[src/rtl/rvfi_pkg.sv]
// rvfi_pkg: retirement packet layout shared by the retire buffer, its interface and checkers
// Exports REG_AW (register address width), RVFI_PKT_W and rvfi_pkt_t.
package rvfi_pkg;
   localparam int REG_AW = 5;
   localparam int RVFI_PKT_W = 207;
   typedef struct packed {
      logic [63:0]       order;
      logic [31:0]       insn;
      logic [REG_AW-1:0] rd_addr;
      logic [31:0]       rd_wdata;
      logic [REG_AW-1:0] rs1_addr;
      logic [31:0]       rs1_rdata;
      logic [REG_AW-1:0] rs2_addr;
      logic [31:0]       rs2_rdata;
   } rvfi_pkt_t;
endpackage

[src/rtl/rvfi_retire_buf_if.sv]
// rvfi_retire_buf_if: RVFI retirement inputs plus the buffered valid/ready packet output
// master: retirement source and packet consumer; slave: the retire buffer.
interface rvfi_retire_buf_if;
   import rvfi_pkg::*;
   logic              rvfi_valid;
   logic [63:0]       rvfi_order;
   logic [31:0]       rvfi_insn;
   logic [REG_AW-1:0] rvfi_rd_addr;
   logic [31:0]       rvfi_rd_wdata;
   logic [REG_AW-1:0] rvfi_rs1_addr;
   logic [31:0]       rvfi_rs1_rdata;
   logic [REG_AW-1:0] rvfi_rs2_addr;
   logic [31:0]       rvfi_rs2_rdata;
   logic              out_valid_o;
   logic              out_ready_i;
   rvfi_pkt_t         out_pkt_o;
   modport master (
      output rvfi_valid, rvfi_order, rvfi_insn, rvfi_rd_addr, rvfi_rd_wdata,
             rvfi_rs1_addr, rvfi_rs1_rdata, rvfi_rs2_addr, rvfi_rs2_rdata, out_ready_i,
      input  out_valid_o, out_pkt_o
   );
   modport slave (
      input  rvfi_valid, rvfi_order, rvfi_insn, rvfi_rd_addr, rvfi_rd_wdata,
             rvfi_rs1_addr, rvfi_rs1_rdata, rvfi_rs2_addr, rvfi_rs2_rdata, out_ready_i,
      output out_valid_o, out_pkt_o
   );
endinterface

[src/rtl/rvfi_retire_buf_fifo.sv]
// sync_fifo: W-bit x DEPTH synchronous FIFO, head read combinationally from storage
// Ports: clk_i, rst_i, push/din (write), pop (advance head), dout (head), level, full.
// Callers pre-qualify push/pop; push while full is legal only together with pop.
module sync_fifo #(
   parameter int W     = 8,
   parameter int DEPTH = 4
) (
   input  logic                       clk_i,
   input  logic                       rst_i,
   input  logic                       push,
   input  logic                       pop,
   input  logic [W-1:0]               din,
   output logic [W-1:0]               dout,
   output logic [$clog2(DEPTH):0]     level,
   output logic                       full
);
   localparam int AW = $clog2(DEPTH);
   localparam int LW = AW + 1;
   logic [W-1:0]  mem [DEPTH];
   logic [LW-1:0] wp, rp;
   assign dout = mem[rp[AW-1:0]];
   assign full = level == LW'(DEPTH);
   // when full, wp and rp share low bits: the push overwrites the slot being popped
   always_ff @(posedge clk_i) begin
      if (rst_i) begin
         wp    <= '0;
         rp    <= '0;
         level <= '0;
         for (int i = 0; i < DEPTH; i++) mem[i] <= '0;
      end else begin
         if (push) mem[wp[AW-1:0]] <= din;
         wp    <= wp + LW'(push);
         rp    <= rp + LW'(pop);
         level <= level + LW'(push) - LW'(pop);
      end
   end
endmodule

[src/rtl/rvfi_retire_buf.sv]
// rvfi_retire_buf: buffers RVFI retirements for checkers, flags drops, order gaps and x0 writes
// Ports: clk_i, rst_i, bus (slave: RVFI in, out_valid_o/out_ready_i/out_pkt_o),
// level_o occupancy, overflow_o/drop_cnt_o drop status, order_err_o, x0_err_o sticky errors.
module rvfi_retire_buf
   import rvfi_pkg::*;
#(
   parameter int DEPTH = 4,
   parameter int CNT_W = 16
) (
   input  logic                   clk_i,
   input  logic                   rst_i,
   rvfi_retire_buf_if.slave       bus,
   output logic [$clog2(DEPTH):0] level_o,
   output logic                   overflow_o,
   output logic [CNT_W-1:0]       drop_cnt_o,
   output logic                   order_err_o,
   output logic                   x0_err_o
);
   rvfi_pkt_t   in_pkt;
   logic        full, push, pop, drop, synced;
   logic [63:0] exp_order;
   assign in_pkt = '{order: bus.rvfi_order, insn: bus.rvfi_insn,
                     rd_addr: bus.rvfi_rd_addr, rd_wdata: bus.rvfi_rd_wdata,
                     rs1_addr: bus.rvfi_rs1_addr, rs1_rdata: bus.rvfi_rs1_rdata,
                     rs2_addr: bus.rvfi_rs2_addr, rs2_rdata: bus.rvfi_rs2_rdata};
   assign bus.out_valid_o = level_o != '0;
   assign pop  = bus.out_valid_o && bus.out_ready_i;
   assign push = bus.rvfi_valid && (!full || pop);
   assign drop = bus.rvfi_valid && full && !pop;
   sync_fifo #(.W(RVFI_PKT_W), .DEPTH(DEPTH)) u_fifo (
      .clk_i (clk_i),
      .rst_i (rst_i),
      .push  (push),
      .pop   (pop),
      .din   (in_pkt),
      .dout  (bus.out_pkt_o),
      .level (level_o),
      .full  (full)
   );
   // order tracking and x0 check see every retirement, dropped or not
   always_ff @(posedge clk_i) begin
      if (rst_i) begin
         overflow_o  <= 1'b0;
         drop_cnt_o  <= '0;
         order_err_o <= 1'b0;
         x0_err_o    <= 1'b0;
         synced      <= 1'b0;
         exp_order   <= '0;
      end else begin
         if (drop) begin
            overflow_o <= 1'b1;
            if (drop_cnt_o != '1) drop_cnt_o <= drop_cnt_o + 1'b1;
         end
         if (bus.rvfi_valid) begin
            synced    <= 1'b1;
            exp_order <= bus.rvfi_order + 64'd1;
            if (synced && bus.rvfi_order != exp_order) order_err_o <= 1'b1;
            if (bus.rvfi_rd_addr == '0 && bus.rvfi_rd_wdata != '0) x0_err_o <= 1'b1;
         end
      end
   end
endmodule

[src/flat_wrapper.sv]
// flat-port wrapper written by rule: the top's interface ports become plain ports
module rvfi_retire_buf_flat import rvfi_pkg::*;
#(
   parameter int DEPTH = 4,
   parameter int CNT_W = 16
)
  (clk_i, rst_i, level_o, overflow_o, drop_cnt_o, order_err_o, x0_err_o, bus_rvfi_valid, bus_rvfi_order, bus_rvfi_insn, bus_rvfi_rd_addr, bus_rvfi_rd_wdata, bus_rvfi_rs1_addr, bus_rvfi_rs1_rdata, bus_rvfi_rs2_addr, bus_rvfi_rs2_rdata, bus_out_ready_i, bus_out_valid_o, bus_out_pkt_o);
  rvfi_retire_buf_if bus_i ();
  input  logic clk_i;
  input  logic rst_i;
  output logic [$clog2(DEPTH):0] level_o;
  output logic overflow_o;
  output logic [CNT_W-1:0] drop_cnt_o;
  output logic order_err_o;
  output logic x0_err_o;
  input wire logic [$bits(bus_i.rvfi_valid)-1:0] bus_rvfi_valid;
  input wire logic [$bits(bus_i.rvfi_order)-1:0] bus_rvfi_order;
  input wire logic [$bits(bus_i.rvfi_insn)-1:0] bus_rvfi_insn;
  input wire logic [$bits(bus_i.rvfi_rd_addr)-1:0] bus_rvfi_rd_addr;
  input wire logic [$bits(bus_i.rvfi_rd_wdata)-1:0] bus_rvfi_rd_wdata;
  input wire logic [$bits(bus_i.rvfi_rs1_addr)-1:0] bus_rvfi_rs1_addr;
  input wire logic [$bits(bus_i.rvfi_rs1_rdata)-1:0] bus_rvfi_rs1_rdata;
  input wire logic [$bits(bus_i.rvfi_rs2_addr)-1:0] bus_rvfi_rs2_addr;
  input wire logic [$bits(bus_i.rvfi_rs2_rdata)-1:0] bus_rvfi_rs2_rdata;
  input wire logic [$bits(bus_i.out_ready_i)-1:0] bus_out_ready_i;
  output wire logic [$bits(bus_i.out_valid_o)-1:0] bus_out_valid_o;
  output wire logic [$bits(bus_i.out_pkt_o)-1:0] bus_out_pkt_o;
  assign bus_i.rvfi_valid = bus_rvfi_valid;
  assign bus_i.rvfi_order = bus_rvfi_order;
  assign bus_i.rvfi_insn = bus_rvfi_insn;
  assign bus_i.rvfi_rd_addr = bus_rvfi_rd_addr;
  assign bus_i.rvfi_rd_wdata = bus_rvfi_rd_wdata;
  assign bus_i.rvfi_rs1_addr = bus_rvfi_rs1_addr;
  assign bus_i.rvfi_rs1_rdata = bus_rvfi_rs1_rdata;
  assign bus_i.rvfi_rs2_addr = bus_rvfi_rs2_addr;
  assign bus_i.rvfi_rs2_rdata = bus_rvfi_rs2_rdata;
  assign bus_i.out_ready_i = bus_out_ready_i;
  assign bus_out_valid_o = bus_i.out_valid_o;
  assign bus_out_pkt_o = bus_i.out_pkt_o;
  rvfi_retire_buf #(.DEPTH(DEPTH), .CNT_W(CNT_W)) u_core (.clk_i(clk_i), .rst_i(rst_i), .bus(bus_i), .level_o(level_o), .overflow_o(overflow_o), .drop_cnt_o(drop_cnt_o), .order_err_o(order_err_o), .x0_err_o(x0_err_o));
endmodule
[config.mk]
export PLATFORM = sky130hd
export DESIGN_NAME = rvfi_retire_buf_flat
export DESIGN_NICKNAME = d
export VERILOG_FILES = /design/src/rtl/rvfi_pkg.sv /design/src/rtl/rvfi_retire_buf_if.sv /design/src/rtl/rvfi_retire_buf_fifo.sv /design/src/rtl/rvfi_retire_buf.sv /design/src/flat_wrapper.sv
export SDC_FILE = /design/constraint.sdc
export NUM_CORES = 1
export LEC_CHECK = 0
export BUFFER_PORTS_ARGS = -buffer_cell sky130_fd_sc_hd__clkbuf_2
export CORE_MARGIN = 3
export CORE_UTILIZATION = 45
export CTS_CLUSTER_SIZE = 28
export DETAILED_ROUTE_END_ITERATION = 12
export MAX_ROUTING_LAYER = met4
export SETUP_SLACK_MARGIN = 0.3
export SLEW_MARGIN = 5
export SYNTH_ARGS = -nofsm -noshare
export SYNTH_HDL_FRONTEND = slang
export SYNTH_HIERARCHICAL = 1
export SYNTH_SLANG_ARGS = --single-unit
[constraint.sdc]
create_clock -name clk_i -period 28.2 [get_ports clk_i]
set_input_delay 2.82 -clock clk_i [delete_from_list [all_inputs] [get_ports clk_i]]
set_output_delay 2.82 -clock clk_i [all_outputs]
set_load 0.01 [all_outputs]
==> impl_results.md, run 1 <==
- Status: completed
- Area grow syn2layout: 15.2%
- Critical path class: flop to primary output
- FP Rows: 110
- Synth warnings: 6
- Cell with the most instances after synthesis: and2_1
- Initial Util: a little under half
- WP buf/inv: 3
- PostCTS Resize Cnt: 0
- Max Clk Rate: between 100 and 150 MHz
- Max-cap viol count: 0
- Hold Fails Final Rpt: 0
- CTS tree: yes
- Post-Syn Area: 41200 um^2
- Top cell type's share of synthesized area: about three fifths
- Pwr/cell area: 80.4 nW/um^2
- Worst reg2reg startpoint: u_core/u_fifo/level[1]
- Syn_area_per_cell: ~15 um^2
- CP Launch Type: flop
- Final Setup Violations: 0
- Slew HR: approximately a quarter
- Skew-Pair Late Insertion Delay: 0.66 ns
- Final #Nets: ~3300
- Num CTS Buffers: 99
- Worst Min Path Start: u_core/overflow_o
- First-pass GRT wire length: around 160 mm
- Synthesized netlist cell count: between 2000 and 3000
- Hold_ws: between 0.4 and 0.5 ns
- Top cell type by total area after synthesis: edfxtp_1
- Max Slew Vio Count: 0
- Layout cells sized above 1: approximately a quarter
- Crit path largest cell delay: 0.88 ns
- Total global-route track usage: 22.9%
- Vias in the first global route: 25063
- Die W: 309 um
- Crit path max fanout: 46
- Initial detailed-routing violation count: around 1900
- Fin Setup TNS: 0 ns
- Lkg Pwr: roughly 18 nW
- Tot Pwr: 0.00382 W
- Unique cell type count in the Yosys netlist: 49
- Worst-Margin Slew: around 1.1 ns
- CORE AREA: 90400 um^2
- Per-cell routed wire length: about 24 um
- Largest net degree at the start of global routing: ~140
- Fin crit period: a little under 7 ns
- DRT Pass-1 Iters: 6
- PortBufs: 440
- Worst vdd ir: 0.0587 mV
- Worst endpoint required time: 25.38 ns
- Post-synth EDFFs: 828
- Worst setup startpoint: u_core/u_fifo/rp[0]
- Critical path's top delay family: buffers and inverters
- Die height: about 300 um
- Top post-synthesis cells by area: edfxtp_1, and2_1, mux4_2
- FF/Latch Area: 26700 um^2
- HPWL after DPL: 63.4 mm
- Htree depth: 3
- Vias per inst: 5.57
- GR Overflow Total: 0
- CTS clk-pin slew, worst paths: roughly 0.06 ns
- Clock sink count: 919
- # hold bufs at CTS: 0
- Post-CTS Setup Inserts: 0
- Placer Congestion: about 0.83
- Multi-input logic area: 13600 um^2
- Post-Route Skew: around 0.018 ns
- I/O pins: roughly 440
- CP cell instances: buf_4 > buf_4 > mux4_2 > clkbuf_2
- Fraction of registers with async set/reset: 0%
- R2R Setup Slk: around 24 ns
- Sequential share of the synthesized area: 64.7%
- Leading cell types by count after synthesis: and2_1, edfxtp_1, mux4_2
- Seq cells post-synth: roughly 900
- Worst min path class: flop to flop
- Critical path capture point type: primary output
- Final cell count without fillers: 4392
- Initial antenna violation count: 22
- Most used flip-flop cell after synthesis: edfxtp_1
- Fill count: 7532
- DRT antenna net count: 0
- CTS max path bufs: 3
- Vias: 24461
- Drt total wl: around 110 mm
- Die area: between 90000 and 100000 um^2
- DRC viols: 0
- Syn_nets: approximately 2900
- Period utilization: 24.6%
- Critical Path Most Common Cell: buf_4
- Crit-path slowest cell: dfxtp_4
- Crit path DAT: 4.10 ns
- Root buf cell: clkbuf_16
- Dpl cells: roughly 4200
- Unrepaired setup endpoints after global routing: no
## layer usage
metal	up-vias	part of all wire [%]	global-route usage, %	routed length (um)
li1	10946	-	-	-
met1	12565	41	29.4	44300
met2	786	49	37.2	52900
met3	164	6.5	4.83	6950
met4	0	2.6	6.04	2770
met5	-	0	-	0
## sequential cells by signal, summed over array words and instances, names as in the netlist
register,cells
u_core/x0_err_o,1
u_core/u_fifo/level,3
u_core/u_fifo/wp,2
u_core/order_err_o,1
u_core/drop_cnt_o,16
u_core/exp_order,64
u_core/u_fifo/mem,828
u_core/overflow_o,1
u_core/synced,1
u_core/u_fifo/rp,2
## cell type report
class	count	area share (%)
flip-flops and latches	919	56.2
multi-input cells	1599	28.7
clock buffers	129	5.54
repair buffers	470	5.17
well taps	1176	3.10
clock inverters	54	1.06
inverters	24	0.190
diodes	21	0.111
## power by group
group / switching, W / internal [W] / total [W]
sequential: 0.0000614 / 0.00167 / 0.00173
combinational: 0.000468 / 0.000361 / 0.000829
clock: 0.000537 / 0.000725 / 0.00126
## worst paths after layout
check	endpoint	depth (start not counted)
worst max-delay path	bus_out_pkt_o[46]	4
worst min-delay path	u_core/overflow_o	2
worst max register to register	u_core/u_fifo/mem[1][54]	7
worst min register to register	u_core/overflow_o	2
## metrics by stage
step                area (um^2)  util (%)  setup slack, ns
floorplan                 41200         -            14.02
global placement          44300      49.0            20.75
detailed placement        44300      49.0            20.65
CTS                       47500      52.5            21.04
global route              47500      52.6            20.85
finish                    47500      52.6            21.28
## layout by cell type, fill, tap and decap left out, types with 23 or more instances in the layout
master,Yosys,layout
a211oi_1,33,33
a311oi_1,32,32
and2_1,829,829
buf_4,28,30
clkbuf_1,91,27
clkbuf_16,0,100
clkbuf_2,26,438
dfxtp_1,91,89
edfxtp_1,828,828
inv_1,24,24
mux4_2,207,207
nand2_1,36,36
nand3_1,30,30
nand4_1,31,31
nor2_1,90,90
nor4_1,35,35
o21ai_0,23,23
or3_1,25,25
xnor2_1,55,55
xor2_1,47,47
## worst register-to-register path, cell delays in order (launching register included)
cell and delay [ns]:
dfxtp_1 0.48, inv_1 0.13, and3_1 0.24, a21oi_1 0.67
and4bb_4 1.00, buf_4 0.65, buf_4 0.92, and2_1 0.33
## cell families after synthesis
logic type	count (synthesis)	synth area share, %
compound gates	124	2.17
mux	212	11.4
simple gates	1153	16.8
buf+inv	213	2.40
fa+ha+maj	7	0.231
xor+xnor	103	2.22
flops	919	64.7
(Power assumes the default switching activity.)
==> inputs of run 2 (changes only) <==
--- a/config.mk
+++ b/config.mk
@@ -11,6 +11,7 @@
 export CTS_CLUSTER_SIZE = 28
 export DETAILED_ROUTE_END_ITERATION = 12
 export MAX_ROUTING_LAYER = met4
+export PLACE_DENSITY = 0.66
 export SETUP_SLACK_MARGIN = 0.3
 export SLEW_MARGIN = 5
 export SYNTH_ARGS = -nofsm -noshare
==> constraint.sdc (replaced) <==
create_clock -name clk_i -period 5.6 [get_ports clk_i]
set_input_delay 0.56 -clock clk_i [delete_from_list [all_inputs] [get_ports clk_i]]
set_output_delay 0.56 -clock clk_i [all_outputs]
set_load 0.01 [all_outputs]
==> run 2 against run 1 <==
Die area stayed put. Combinational power rose to 5.0 times the previous value. Non-clock buffer count up 1. Wire length fell by 2.8%. Clock skew is 0.016 ns higher. Power rose to 5.1 times the previous value. Via count fell by 0.20%. Worst setup slack got worse by 19 ns. Critical endpoint is now bus_out_pkt_o[129]. Largest power group unchanged.
==> impl_results.md, run 2 (same netlist as run 1, synthesis figures left out) <==
- Status: completed
- Worst endpoint required time: 5.04 ns
- Fin crit period: 3.60 ns
- Crit path DAT: 3.04 ns
- Crit-path slowest cell: dfxtp_4
- Hold Fails Final Rpt: 0
- Top reg by flops: u_core/u_fifo/mem
- GR Overflow Total: 0
- Flip-flop count of the largest register after layout: about 830
- Root buf cell: clkbuf_16
- FP Rows: 110
- R2r endpoint: u_core/u_fifo/mem[2][92]
- Initial detailed-routing violation count: 1951
- Commonest non-fill, non-tap cell in the layout: and2_1
- Hold Path End: u_core/u_fifo/mem[0][37]
- Critical path class: flop to primary output
- R2R Setup Slk: around 2.1 ns
- Total global-route track usage: roughly 22%
- Met3 usage: roughly 5.3%
- Switching power: ~0.0054 W
- # hold bufs at CTS: 0
- Max-cap viol count: 0
- Largest net degree at the start of global routing: approximately 110
- Post-CTS Setup Inserts: 0
- Layout cells sized above 1: about a quarter
- Placer Congestion: between 0.8 and 0.9
- Vias in the first global route: roughly 26000
- Final cell count without fillers: about 4400
- Critical path capture point type: primary output
- Max Clk Rate: roughly 280 MHz
- Vias per inst: 5.56
- Die height: 309 um
- GR peak layer: met2
- DRT Pass-1 Iters: 5
- Pwr/cell area: ~400 nW/um^2
- Biggest regs: u_core/u_fifo/mem: 828 flops, u_core/exp_order: 64 flops, u_core/drop_cnt_o: 16 flops
- Fin Setup TNS: 0 ns
- Reg2reg path depth: 6
- Die area: 95300 um^2
- Clock Power Share: 33.2%
- Per-cell routed wire length: 23.6 um
- Skew-Pair Late Insertion Delay: between 0.6 and 0.7 ns
- First-pass GRT wire length: 156 mm
- I/O pins: between 400 and 500
- Htree depth: 3
- Slew HR: between 30% and 40%
- Final WS setup: ~2 ns
- Clock sink count: a little over 900
- CP cell instances: buf_12 > mux4_2 > clkbuf_2
- CP Launch Type: flop
- CTS tree: yes
- Worst reg2reg startpoint: u_core/u_fifo/level[1]
- Worst Min Path Start: bus_rvfi_rs1_rdata[0]
- Num CTS Buffers: 99
- Drt total wl: around 100 mm
- PortBufs: between 400 and 500
- Highest-count cells in the layout ignoring fill and taps: and2_1, edfxtp_1, clkbuf_2
- CTS max path bufs: 3
- Critical path's top delay family: flip-flops
- WP buf/inv: 2
- Final #Nets: between 3000 and 4000
- CTS clk-pin slew, worst paths: 0.06 ns
- CORE AREA: 90400 um^2
- Hold_ws: ~0.19 ns
- Reg power frac: 45.2%
- HPWL after DPL: between 60 and 70 mm
- Sw frac: ~28%
- Initial Util: between 40% and 50%
- DRC viols: 0
- Pint: around 0.014 W
- PostCTS Resize Cnt: 0
- Initial antenna violation count: 16
- Unrepaired setup endpoints after global routing: no
- Crit path max fanout: 65
- Worst-Margin Slew: around 1.0 ns
- Final Setup Violations: 0
- Max Slew Vio Count: 0
- DRT antenna net count: 0
- Worst min path class: input port to flop
- Pre-CTS WS: ~1.4 ns
- Area grow syn2layout: 15.9%
- Met2 Resource Use GR: between 30% and 40%
- Comb pwr share: between 20 and 25%
- Lkg Pwr: roughly 18 nW
- Hold-critical path depth: 2
- Worst vdd ir: approximately 0.29 mV
- Post-Route Skew: 0.0343 ns
- Die W: 309 um
- Period utilization: roughly 64%
- Met1 Use GR: between 20% and 30%
- Crit path largest cell delay: 0.98 ns
- Vias: roughly 24000
- Dpl cells: around 4200
run 2: worst max-delay path by stage:
stage | from | end | slack [ns] | depth (start not counted)
after detailed placement | bus_rvfi_valid | u_core/u_fifo/mem[2][91] | 1.44 | 6
after global placement | bus_rvfi_valid | u_core/u_fifo/mem[2][94] | 1.44 | 6
final | u_core/u_fifo/rp[0] | bus_out_pkt_o[129] | 2.00 | 3
after global routing | u_core/u_fifo/rp[0] | bus_out_pkt_o[129] | 1.76 | 3
after CTS | u_core/u_fifo/rp[0] | bus_out_pkt_o[110] | 1.84 | 3
after floorplan | bus_rvfi_valid | u_core/u_fifo/mem[0][0] | -1.92 | 6
run 2: cell type report:
| type | count | area [um^2] |
|---|---|---|
| clock buffers | 119 | 2580 |
| flip-flops and latches | 919 | 26700 |
| clock inverters | 68 | 612 |
| well taps | 1176 | 1470 |
| multi-input cells | 1599 | 13600 |
| inverters | 24 | 90.1 |
| repair buffers | 471 | 2690 |
| fillers | 7361 | 42600 |
| diodes | 18 | 45.0 |
run 2: power by group through the flow:
| stage | clock network [W] | logic, W | registers (W) |
|---|---|---|---|
| 2_1_floorplan | 0 | 0.00271 | 0.00877 |
| 3_3_place_gp | 0 | 0.00424 | 0.00882 |
| 3_5_place_dp | 0 | 0.00428 | 0.00890 |
| 4_1_cts | 0.00656 | 0.00429 | 0.00876 |
| 5_1_grt | 0.00684 | 0.00451 | 0.00882 |
| 6_report | 0.00640 | 0.00417 | 0.00874 |
run 2: metal layers:
metal,up-vias,wire [um],part of all wire [%]
met5,-,0,0
met4,0,2250,2.2
met3,152,8100,7.8
met2,865,51500,50
met1,12439,41900,40
li1,10955,-,-
run 2: per-stage QoR:
step                util [%]  total power [W]  instance area, um^2
floorplan                  -           0.0115                41300
global placement        49.3           0.0131                44600
detailed placement      49.3           0.0132                44600
CTS                     52.8           0.0196                47800
global route            52.9           0.0202                47800
finish                  52.9           0.0193                47800
